<file path="config.mk">
export PLATFORM = sky130hd
export DESIGN_NAME = hs_ram_arbiter
export DESIGN_NICKNAME = d
export VERILOG_FILES = /design/src/rtl/hs_ram_arbiter.sv
export SDC_FILE = /design/constraint.sdc
export NUM_CORES = 1
export LEC_CHECK = 0
export BUFFER_PORTS_ARGS = -buffer_cell sky130_fd_sc_hd__buf_4
export CAP_MARGIN = 10
export CORE_MARGIN = 2
export CORE_UTILIZATION = 42
export CTS_BUF_LIST = sky130_fd_sc_hd__clkbuf_2
export DETAILED_ROUTE_END_ITERATION = 8
export HOLD_SLACK_MARGIN = 0.05
export PLACE_DENSITY = 0.8
export SLEW_MARGIN = 10
export SYNTH_ARGS = -nofsm -noshare
export SYNTH_HDL_FRONTEND = slang
export SYNTH_SLANG_ARGS = --single-unit
</file>
<file path="constraint.sdc">
create_clock -name clk_sys -period 2.2 [get_ports clk_sys]
set_clock_uncertainty 0.15 [all_clocks]
set_input_delay 0.33 -clock clk_sys [delete_from_list [all_inputs] [get_ports clk_sys]]
set_output_delay 0.33 -clock clk_sys [all_outputs]
set_load 0.01 [all_outputs]
</file>
<file path="src/rtl/hs_ram_arbiter.sv">
`default_nettype none
// ============================================================================
// Module   : hs_ram_arbiter
// Brief    : Shares the core's single-port work RAM between CPU and hiscore engine
// Revision : 1.0  initial release
// ============================================================================
module hs_ram_arbiter #(
    parameter int AW           = 16,
    parameter int DW           = 8,
    parameter int RD_LAT       = 1,
    parameter int DRAIN_CYC    = 2,
    parameter int IDLE_TIMEOUT = 255
) (
    input  logic          clk_sys,
    input  logic          reset_n,
    input  logic          cpu_ce,
    input  logic [AW-1:0] cpu_addr,
    input  logic [DW-1:0] cpu_wdata,
    input  logic          cpu_we,
    output logic [DW-1:0] cpu_rdata,
    output logic          cpu_hold,
    input  logic          hs_access,
    input  logic          hs_strobe,
    input  logic          hs_we,
    input  logic [AW-1:0] hs_addr,
    input  logic [DW-1:0] hs_wdata,
    output logic [DW-1:0] hs_rdata,
    output logic          hs_ack,
    output logic [AW-1:0] ram_addr,
    output logic [DW-1:0] ram_wdata,
    output logic          ram_we,
    input  logic [DW-1:0] ram_rdata,
    output logic          owner,
    output logic          timeout_err
);

    localparam int              c_CW      = 10;
    localparam logic [2:0]      c_IDLE    = 3'd0;
    localparam logic [2:0]      c_DRAIN   = 3'd1;
    localparam logic [2:0]      c_GRANT   = 3'd2;
    localparam logic [2:0]      c_ACCESS  = 3'd3;
    localparam logic [2:0]      c_ACK     = 3'd4;
    localparam logic [2:0]      c_RELEASE = 3'd5;
    localparam logic [c_CW-1:0] c_DRAIN_N = c_CW'(DRAIN_CYC);
    localparam logic [c_CW-1:0] c_RD_N    = c_CW'(RD_LAT);
    localparam logic [c_CW-1:0] c_TMO_N   = c_CW'(IDLE_TIMEOUT);
    localparam logic [c_CW-1:0] c_ONE     = c_CW'(1);

    logic [2:0]      r_state, w_state_nxt;
    logic            r_owner, w_owner_nxt;
    logic            r_cpu_hold, w_hold_nxt;
    logic            r_timeout_err, w_tmo_nxt;
    logic            r_lockout, w_lock_nxt;
    logic            r_seen, w_seen_nxt;
    logic [c_CW-1:0] r_cnt, w_cnt_nxt;
    logic            r_we, w_we_nxt;
    logic [AW-1:0]   r_addr, w_addr_nxt;
    logic [DW-1:0]   r_wdata, w_wdata_nxt;
    logic [DW-1:0]   r_hs_rdata, w_rdata_nxt;
    logic            w_drain_done, w_idle_expire, w_rd_done;
    logic            w_hs_we, w_hs_ack;

    // r_cnt is shared: drain clocks in DRAIN, idle clocks in GRANT, read latency in ACCESS
    assign w_drain_done  = r_seen ? (r_cnt == c_DRAIN_N) : (cpu_ce && (c_DRAIN_N == '0));
    assign w_idle_expire = ((r_cnt + c_ONE) == c_TMO_N);
    assign w_rd_done     = (r_cnt == c_RD_N);

    always_ff @(posedge clk_sys or negedge reset_n) begin
        if (!reset_n) begin
            r_state       <= c_IDLE;
            r_owner       <= 1'b0;
            r_cpu_hold    <= 1'b0;
            r_timeout_err <= 1'b0;
            r_lockout     <= 1'b0;
            r_seen        <= 1'b0;
            r_cnt         <= '0;
            r_we          <= 1'b0;
            r_addr        <= '0;
            r_wdata       <= '0;
            r_hs_rdata    <= '0;
        end else begin
            r_state       <= w_state_nxt;
            r_owner       <= w_owner_nxt;
            r_cpu_hold    <= w_hold_nxt;
            r_timeout_err <= w_tmo_nxt;
            r_lockout     <= w_lock_nxt;
            r_seen        <= w_seen_nxt;
            r_cnt         <= w_cnt_nxt;
            r_we          <= w_we_nxt;
            r_addr        <= w_addr_nxt;
            r_wdata       <= w_wdata_nxt;
            r_hs_rdata    <= w_rdata_nxt;
        end
    end

    always_comb begin
        w_state_nxt = r_state;
        case (r_state)
            c_IDLE:    if (hs_access && !r_lockout) w_state_nxt = c_DRAIN;
            c_DRAIN: begin
                if (!hs_access)        w_state_nxt = c_IDLE;
                else if (w_drain_done) w_state_nxt = c_GRANT;
            end
            c_GRANT: begin
                // a strobe beats a simultaneous session drop
                if (hs_strobe)          w_state_nxt = c_ACCESS;
                else if (!hs_access)    w_state_nxt = c_RELEASE;
                else if (w_idle_expire) w_state_nxt = c_RELEASE;
            end
            c_ACCESS:  if (r_we || w_rd_done) w_state_nxt = c_ACK;
            c_ACK:     w_state_nxt = hs_access ? c_GRANT : c_RELEASE;
            c_RELEASE: w_state_nxt = c_IDLE;
            default:   w_state_nxt = c_IDLE;
        endcase
    end

    always_comb begin
        w_owner_nxt = r_owner;
        w_hold_nxt  = r_cpu_hold;
        w_tmo_nxt   = 1'b0;
        w_lock_nxt  = r_lockout;
        w_seen_nxt  = r_seen;
        w_cnt_nxt   = r_cnt;
        w_we_nxt    = r_we;
        w_addr_nxt  = r_addr;
        w_wdata_nxt = r_wdata;
        w_rdata_nxt = r_hs_rdata;
        w_hs_we     = (r_state == c_ACCESS) && r_we;
        w_hs_ack    = (r_state == c_ACK);
        case (r_state)
            c_IDLE: begin
                if (!hs_access) begin
                    w_lock_nxt = 1'b0;
                end else if (!r_lockout) begin
                    w_hold_nxt = 1'b1;
                    w_seen_nxt = 1'b0;
                    w_cnt_nxt  = '0;
                end
            end
            c_DRAIN: begin
                if (!hs_access) begin
                    w_hold_nxt = 1'b0;
                end else if (w_drain_done) begin
                    w_owner_nxt = 1'b1;
                    w_cnt_nxt   = '0;
                end else if (r_seen) begin
                    w_cnt_nxt = r_cnt + c_ONE;
                end else if (cpu_ce) begin
                    w_seen_nxt = 1'b1;
                    w_cnt_nxt  = c_ONE;
                end
            end
            c_GRANT: begin
                if (hs_strobe) begin
                    w_we_nxt    = hs_we;
                    w_addr_nxt  = hs_addr;
                    w_wdata_nxt = hs_wdata;
                    w_cnt_nxt   = '0;
                end else if (!hs_access) begin
                    w_owner_nxt = 1'b0;
                end else if (w_idle_expire) begin
                    w_owner_nxt = 1'b0;
                    w_tmo_nxt   = 1'b1;
                    w_lock_nxt  = 1'b1;
                end else begin
                    w_cnt_nxt = r_cnt + c_ONE;
                end
            end
            c_ACCESS: begin
                if (!r_we) begin
                    if (w_rd_done) w_rdata_nxt = ram_rdata;
                    else           w_cnt_nxt   = r_cnt + c_ONE;
                end
            end
            c_ACK: begin
                if (hs_access) w_cnt_nxt   = '0;
                else           w_owner_nxt = 1'b0;
            end
            // owner already dropped; hold stays one more clock so the bus settles
            c_RELEASE: w_hold_nxt = 1'b0;
            default: ;
        endcase
    end

    assign ram_addr    = r_owner ? r_addr  : cpu_addr;
    assign ram_wdata   = r_owner ? r_wdata : cpu_wdata;
    assign ram_we      = r_owner ? w_hs_we : cpu_we;
    assign cpu_rdata   = ram_rdata;
    assign cpu_hold    = r_cpu_hold;
    assign owner       = r_owner;
    assign hs_rdata    = r_hs_rdata;
    assign hs_ack      = w_hs_ack;
    assign timeout_err = r_timeout_err;

endmodule
`default_nettype wire

</file>
==> flow_summary.ini, run 1 <==
[timing]
fin_crit_sh = 0.982
slew_headroom = 0.569
max_freq_mhz = 463
rsz0062_at_grt = true
hold_ws_ps = 180
setup_violations = 0
period_minus_slack_ps = 2160
worst_slack_ps = 39.0
finalHoldViolCount = 0
slew_viol_final = 0
worstMarginPinSlew_ps = 647

[layout]
multi_input_area_mm2 = 0.00150
regArea_mm2 = 0.00128
area_growth_pct = 49.5
final_area_mm2 = 0.00435
mostFrequentLayoutCell = buf_4
drive_gt1_frac = 0.537
layout_common_cells = buf_4, mux2_2, dfrtp_1, dlygate4sd3_1, nor2_1
final_nets = 483
n_fill_cell = 508
n_antenna_cell = 0
layoutNonFillerInstCount = 497

[clock_network]
cts-root-buf = clkbuf_2
numCtsBuffers = 5
cts_tree = yes
clk_latency_ps = 450
h-tree-depth = 2
clk_pin_slew_ps = 260
clock_sinks = 51
clockBufferDepth = 2

[global_route]
grt_max_degree = 52
first_global_vias = 2520
grtUsageTotal = 0.201
grt_pass1_wl_mm = 11.9
grt-ovfl-total = 0
antenna_found_initial = 0

[floorplanning]
die_x_um = 87.2
die_y_um = 87.2
start_util = 0.431
coreArea_mm2 = 0.00676
dieArea_mm2 = 0.00761
num_io_pins = 108
row_count = 30

[detailed_routing]
remaining_drc_errors = 0
via_per_inst = 5.36
wirelength_mm = 7.88
drtPass1Iterations = 4
first_iter_violations = 179
vias = 2666
ant_nets = 0
wire_per_inst_um = 15.9

[yosys]
synthArstFlopShare = 1.00
synth_warnings = 0
netlist_instances = 266
synth_cell_types = 52
yosysSeqAreaShare = 0.439
syn-num-nets = 332
synth_edf_count = 0
synthFlopType = dfrtp_1
synth.ff_latch_count = 51
syn_area_mm2 = 0.00291
avgSynthCellArea_um2 = 10.9

[critical_path]
slowest_stage = dfrtp_2
start_kind = flip-flop
cp.required_ps = 2410
r2r_setup_slack_ps = 40
path_cells = ha_4 > nand4_1 > xor2_1 > o21ai_1 > and4_4 > or2_4 > a221o_1
cp_max_fo = 8
end_kind = flip-flop
crit_type = flip-flop to flip-flop
cp_slowest_stage_delay_ps = 510
critPathArrivalTime_ps = 2370

[placement]
place_area_mm2 = 0.00380
dp_hpwl_mm = 5.27
dp.cells = 446
gp_congestion = 1.00
place_ws_ps = -86.8
portBuffers = 107

[power_and_ir_drop]
power_density_mw_per_mm2 = 1100
power_mw = 4.78
ir_worst_vdd_mv = 0.363
power_leakage_nw = 2.01

[outcome]
status = completed

[worst_hold_path]
hp-class = input pin to flip-flop

[run]
maxCapViolations = 0
## metal layers
metal	GRT usage	routed length, um
met1	0.250	3230
met2	0.349	4010
met4	0.0671	134
met3	0.0408	501
met5	0	0
## worst max-delay path, delay by kind of cell (launching register included)
kind                     cells  cell delay, ps
flip-flops                   1             510
XOR/XNOR                     1             160
AND/OR/NAND/NOR              3             650
adder cells (fa/ha/maj)      1             180
AO/OA/AOI/OAI                2             440
## kinds of logic after synthesis
| logic type | count (synthesis) | share of synthesized area |
|---|---|---|
| AO/OA/AOI/OAI | 48 | 0.120 |
| XOR/XNOR | 2 | 0.00602 |
| adder cells (fa/ha/maj) | 3 | 0.0129 |
| buffers and inverters | 35 | 0.0688 |
| flip-flops | 51 | 0.439 |
| multiplexers | 57 | 0.221 |
| AND/OR/NAND/NOR | 70 | 0.133 |
## cells in the mapped netlist, types with 6 or more instances
cell type | count | area [um2]
a221o_1 | 6 | 60.1
buf_4 | 8 | 60.1
nand3_1 | 8 | 40.0
inv_1 | 10 | 37.5
buf_2 | 7 | 35.0
dfrtp_1 | 51 | 1280
o21ai_0 | 11 | 55.1
mux2_2 | 57 | 642
nor2_1 | 16 | 60.1
and3_1 | 6 | 37.5
nand2_1 | 12 | 45.0
## worst paths after layout
check,endpoint,cells past startpoint,start
setup / recovery,r_cnt[4],7,r_cnt[0]
hold / removal,r_state[1],5,hs_strobe
setup reg to reg,r_cnt[4],7,r_cnt[0]
hold reg to reg,r_wdata[5],1,r_wdata[5]
max in group asynchronous,r_state[2],2,reset_n
min in group asynchronous,r_cnt[3],2,reset_n
## sequential cells by signal (all words and copies together) (netlist names)
register and flops:
cpu_hold 1, hs_rdata 8, owner 1, r_addr 16, r_cnt 10, r_lockout 1, r_seen 1, r_state 3
r_wdata 8, r_we 1, timeout_err 1
## layout make-up
type,instances,area share
multi-input cells,180,0.344
repair buffers,168,0.314
flip-flops and latches,51,0.295
well taps,80,0.0230
inverters,11,0.00949
clock inverters,2,0.00863
clock buffers,5,0.00575
## where the power goes
group	switching [mW]	internal, mW	total, mW
registers	0.238	1.31	1.55
logic	1.21	1.53	2.74
clock network	0.296	0.185	0.481
## per-stage QoR
step           TNS, ps   util
6_report             0  0.644
5_1_grt          -59.9  0.644
4_1_cts              0  0.629
3_5_place_dp      -382  0.562
3_3_place_gp         0  0.562
2_1_floorplan        0      -
## repair_timing
action	CTS	global route
hold endpoints to repair	89	0
buffers inserted	3	5
resized for setup	5	12
pin swaps	0	12
hold buffers	36	0
endpoints found under the setup margin	11	33
(Power assumes the default switching activity.)
==> run 2, diff against run 1 <==
CELL_PAD_IN_SITES_DETAIL_PLACEMENT = 1   (was not set)
CELL_PAD_IN_SITES_GLOBAL_PLACEMENT = 1   (was not set)
CORE_UTILIZATION = 35   (was 42)
PLACE_DENSITY = 0.86   (was 0.8)
RECOVER_POWER = 50   (was not set)
==> run 2 against run 1 <==
  * Sequential cell count is the same
  * Critical path depth is the same
  * Clock-buffer cell count is the same
  * Via count grew 8.1%
  * Wire length grew 38%
  * Design area grew 0.83%
  * Non-clock buffer count grew 4
==> flow_summary.ini, run 2 (same netlist as run 1, synthesis figures left out) <==
[timing]
fin_crit_sh = 0.993
worstMarginPinSlew_ps = 1290
slew_viol_final = 0
setup_violations = 0
slew_headroom = 0.141
period_minus_slack_ps = 2180
rsz0062_at_grt = true
max_freq_mhz = 458
finalHoldViolCount = 0
worst_slack_ps = 16.1

[critical_path]
cp_max_fo = 8
crit_type = flip-flop to flip-flop
end_kind = flip-flop
start_kind = flip-flop
critPathArrivalTime_ps = 2370
cp.required_ps = 2390

[detailed_routing]
wire_per_inst_um = 20.6
first_iter_violations = 307
vias = 2883
ant_nets = 0
remaining_drc_errors = 0
wirelength_mm = 10.9
via_per_inst = 5.47
drtPass1Iterations = 5

[floorplanning]
dieArea_mm2 = 0.00906
row_count = 33
coreArea_mm2 = 0.00813
die_x_um = 95.2
die_y_um = 95.2
start_util = 0.358
num_io_pins = 108

[layout]
drive_gt1_frac = 0.526
reg_top3 = r_addr: 16 flops, r_cnt: 10 flops
final_nets = 487
largest_reg_flops = 16
layout_common_cells = buf_4, mux2_2, dfrtp_1, dlygate4sd3_1, nor2_1
largest-register = r_addr
area_growth_pct = 50.8
n_antenna_cell = 0
mostFrequentLayoutCell = buf_4

[placement]
dp_hpwl_mm = 6.60
portBuffers = 107
place_ws_ps = -52.7
gp_congestion = 0.907

[clock_network]
h-tree-depth = 2
clock_sinks = 51
clk_latency_ps = 460
cts-root-buf = clkbuf_2
numCtsBuffers = 5
cts_tree = yes
clockBufferDepth = 2
clk_pin_slew_ps = 300

[global_route]
grt_max_degree = 52
grt-ovfl-total = 0
first_global_vias = 2976
antenna_found_initial = 0
grtUsageTotal = 0.223
grt_pass1_wl_mm = 15.4

[power_and_ir_drop]
power_density_mw_per_mm2 = 1120
power_mw = 4.93
power_leakage_nw = 2.00
ir_worst_vdd_mv = 0.366

[run]
maxCapViolations = 0

[outcome]
status = completed

[worst_hold_path]
hp-class = input pin to flip-flop
[run 2: changes by cell type in the layout (fill, tap and decap cells not counted), moves of 2 or more]
cell / before / now
dfrtp_1: 47 / 45
buf_4: 130 / 123
clkbuf_1: 0 / 8
dfrtp_2: 4 / 6
clkinv_1: 0 / 2
nor4_4: 0 / 2
nor4_2: 2 / 0
buf_6: 1 / 4
[run 2: cell type report]
class	instances	area (um2)
multi-input cells	180	1530
flip-flops and latches	51	1280
fillers	891	3750
inverters	11	41.3
clock inverters	3	15.0
well taps	105	131
repair buffers	172	1360
clock buffers	5	25.0
[run 2: metrics by stage]
stage | std cells | hold WS [ps] | TNS (ps) | util | instance area, um2
after floorplan | 266 | -116 | 0 | - | 2910
after global placement | 474 | 257 | 0 | 0.472 | 3840
after detailed placement | 474 | 257 | -188 | 0.472 | 3840
after CTS | 519 | 170 | 0 | 0.525 | 4270
after global routing | 527 | 207 | -227 | 0.539 | 4390
final | 527 | 224 | 0 | 0.539 | 4390
[run 2: final timing paths]
path,startpoint,endpoint,slack [ps],cells after the start
setup / recovery,r_cnt[1],r_cnt[4],20,7
hold / removal,hs_strobe,timeout_err,220,5
setup reg to reg,r_cnt[1],r_cnt[4],20,7
hold reg to reg,r_wdata[6],r_wdata[6],400,1
max in group asynchronous,reset_n,r_state[1],570,2
min in group asynchronous,reset_n,r_cnt[1],460,2
[run 2: routing by layer]
| layer | up-vias | GRT usage | part of all wire |
|---|---|---|---|
| li1 | 1270 | - | - |
| met2 | 172 | 0.430 | 0.53 |
| met3 | 30 | 0.0316 | 0.072 |
| met1 | 1411 | 0.259 | 0.37 |
| met4 | 0 | 0.0519 | 0.022 |
| met5 | - | 0 | 0 |
[run 2: what timing repair did]
item                       in CTS  in global routing
buffers inserted                1                  8
setup endpoints to repair      19                 29
pin swaps                       0                  9
hold endpoints to repair       88                  0
hold buffers                   36                  0
gates cloned                    0                  0
resized for setup               8                 20
[run 2: critical path, stage by stage, from the launching register on]
cell,delay (ps)
dfrtp_2,510
buf_4,160
ha_1,230
nand3_1,110
nor3_2,70
and4_4,210
or2_4,300
a221o_1,330
[run 2: power breakdown]
| group | leakage (nW) | internal (mW) | switching (mW) |
|---|---|---|---|
| combinational | 1.35 | 1.51 | 1.42 |
| sequential | 0.622 | 1.32 | 0.282 |
| clock | 0.0241 | 0.0706 | 0.326 |
==> run 3, diff against run 2 <==
CORE_ASPECT_RATIO = 1.5   (was not set)
CORE_UTILIZATION = 39   (was 35)
PLACE_DENSITY = 0.9   (was 0.86)
clock period = 2.1 ns   (was 2.2 ns; I/O delays follow)
==> run 3 against run 2 <==
  * Non-clock buffer count up 29
  * The flow now finishes with violations (negative setup slack)
  * Register-to-register slack worse by 300 ps
  * Critical path type unchanged
  * Via count increased by 16%
==> flow_summary.ini, run 3 (same netlist as run 1, synthesis figures left out) <==
[detailed_routing]
wire_per_inst_um = 30.4
vias = 3345
remaining_drc_errors = 0
via_per_inst = 6.06
ant_nets = 0
drtPass1Iterations = 4
wirelength_mm = 16.8
first_iter_violations = 209

[clock_network]
clk_pin_slew_ps = 290
numCtsBuffers = 5
cts_tree = yes
clockBufferDepth = 2
clk_latency_ps = 550
cts-root-buf = clkbuf_2
clock_sinks = 51
h-tree-depth = 2

[floorplanning]
die_y_um = 110
row_count = 38
coreArea_mm2 = 0.00723
die_x_um = 74.5
dieArea_mm2 = 0.00818
num_io_pins = 108
start_util = 0.403

[layout]
largest-register = r_addr
utilization = 0.702
largest_reg_flops = 16
final_nets = 516
layoutNonFillerInstCount = 552
mostFrequentLayoutCell = buf_4
area_growth_pct = 74.5
layout_common_cells = buf_4, mux2_2, dfrtp_1, dlygate4sd3_1, buf_6
reg_top3 = r_addr: 16 flops, r_cnt: 10 flops
drive_gt1_frac = 0.632

[outcome]
violations = negative setup slack
status = finished, violations left

[critical_path]
cp_max_fo = 5
start_kind = flip-flop
worstReg2RegStart = r_cnt[4]
crit_type = flip-flop to flip-flop
path_cells = nor4_4 > buf_4 > nand3_4 > o21ai_4 > buf_6 > nor3_4 > buf_6 > a221o_1
crit_start = r_cnt[4]
crit_top_cell = buf_6
cp_slowest_stage_delay_ps = 530
crit_family = simple AND/OR/NAND/NOR gates
critPathArrivalTime_ps = 2680
slowest_stage = dfrtp_1
cp.required_ps = 2400
crit_buf_inv = 3
end_kind = flip-flop

[timing]
max_freq_mhz = 419
period_minus_slack_ps = 2390
finalHoldViolCount = 0
worstMarginPinSlew_ps = 1380
rsz0062_at_grt = true
setup_violations = 46
slew_headroom = 0.0804
setup_tns_ps = -6760
worst_slack_ps = -286
fin_crit_sh = 1.14
slew_viol_final = 0

[power_and_ir_drop]
ir_worst_vdd_mv = 0.947
power_mw = 6.84
power_density_mw_per_mm2 = 1350
power_leakage_nw = 2.32

[placement]
portBuffers = 107
dp_hpwl_mm = 7.14
gp_congestion = 0.857
dp.cells = 483

[worst_hold_path]
worstHoldStart = hs_strobe
hp-class = input pin to flip-flop

[global_route]
grt_pass1_wl_mm = 19.9
grt-ovfl-total = 0
first_global_vias = 3436
antenna_found_initial = 1
grtUsageTotal = 0.336
grt_max_degree = 52

[run]
maxCapViolations = 0
run 3: changes by cell type in the layout (fill, tap and decap cells not counted), sizes merged:
cell and delta:
inv -1, clkinvlp +1, bufinv +2, clkbuf -7, buf +36, diode +1
clkinv -2
run 3: final cells by class:
class | instances | area [um2]
diodes | 1 | 2.50
well taps | 100 | 125
multi-input cells | 180 | 1780
flip-flops and latches | 51 | 1280
clock buffers | 5 | 25.0
clock inverters | 3 | 67.6
repair buffers | 201 | 1740
inverters | 11 | 45.0
fillers | 734 | 2150
run 3: timing repair:
action | 4_1_cts | 5_1_grt
endpoints found under the hold margin | 90 | 0
cloned | 0 | 1
resized for setup | 22 | 79
endpoints found under the setup margin | 43 | 48
setup buffers | 8 | 15
pin swaps | 14 | 23
hold buffers | 36 | 0
run 3: worst paths after layout:
path                               endpoint  slack, ps  depth (start not counted)
worst max-delay path               r_cnt[8]       -290                          8
worst min-delay path            timeout_err        170                          5
worst max register to register     r_cnt[8]       -290                          8
worst min register to register  hs_rdata[1]        410                          1
max in group asynchronous          r_cnt[2]        390                          2
min in group asynchronous        r_addr[10]        400                          2
run 3: power by group:
part           leakage [nW]  switching (mW)  internal, mW
Clock                0.0492           0.380         0.318
Combinational          1.65            2.12          2.27
Sequential            0.621           0.376          1.38
run 3: metal layers:
metal	track usage	share of wire	vias to the layer above
met5	0	0	-
met3	0.0678	0.074	81
met4	0.153	0.062	0
met1	0.380	0.35	1697
li1	-	-	1329
met2	0.595	0.52	238
run 3: stage by stage:
stage	area [um2]	hold slack, ps	setup WS (ps)
after floorplan	2910	-131	-70.2
after global placement	3960	234	-88.4
after detailed placement	3960	251	-127
after CTS	4570	111	-63.4
after global routing	5070	173	-329
final	5070	165	-286
run 3: worst reg2reg max path, cell delays in order, from the launching register on:
cell and delay [ps]:
dfrtp_1 530, nor4_4 440, buf_4 200, nand3_4 90
o21ai_4 210, buf_6 170, nor3_4 50, buf_6 130
a221o_1 330
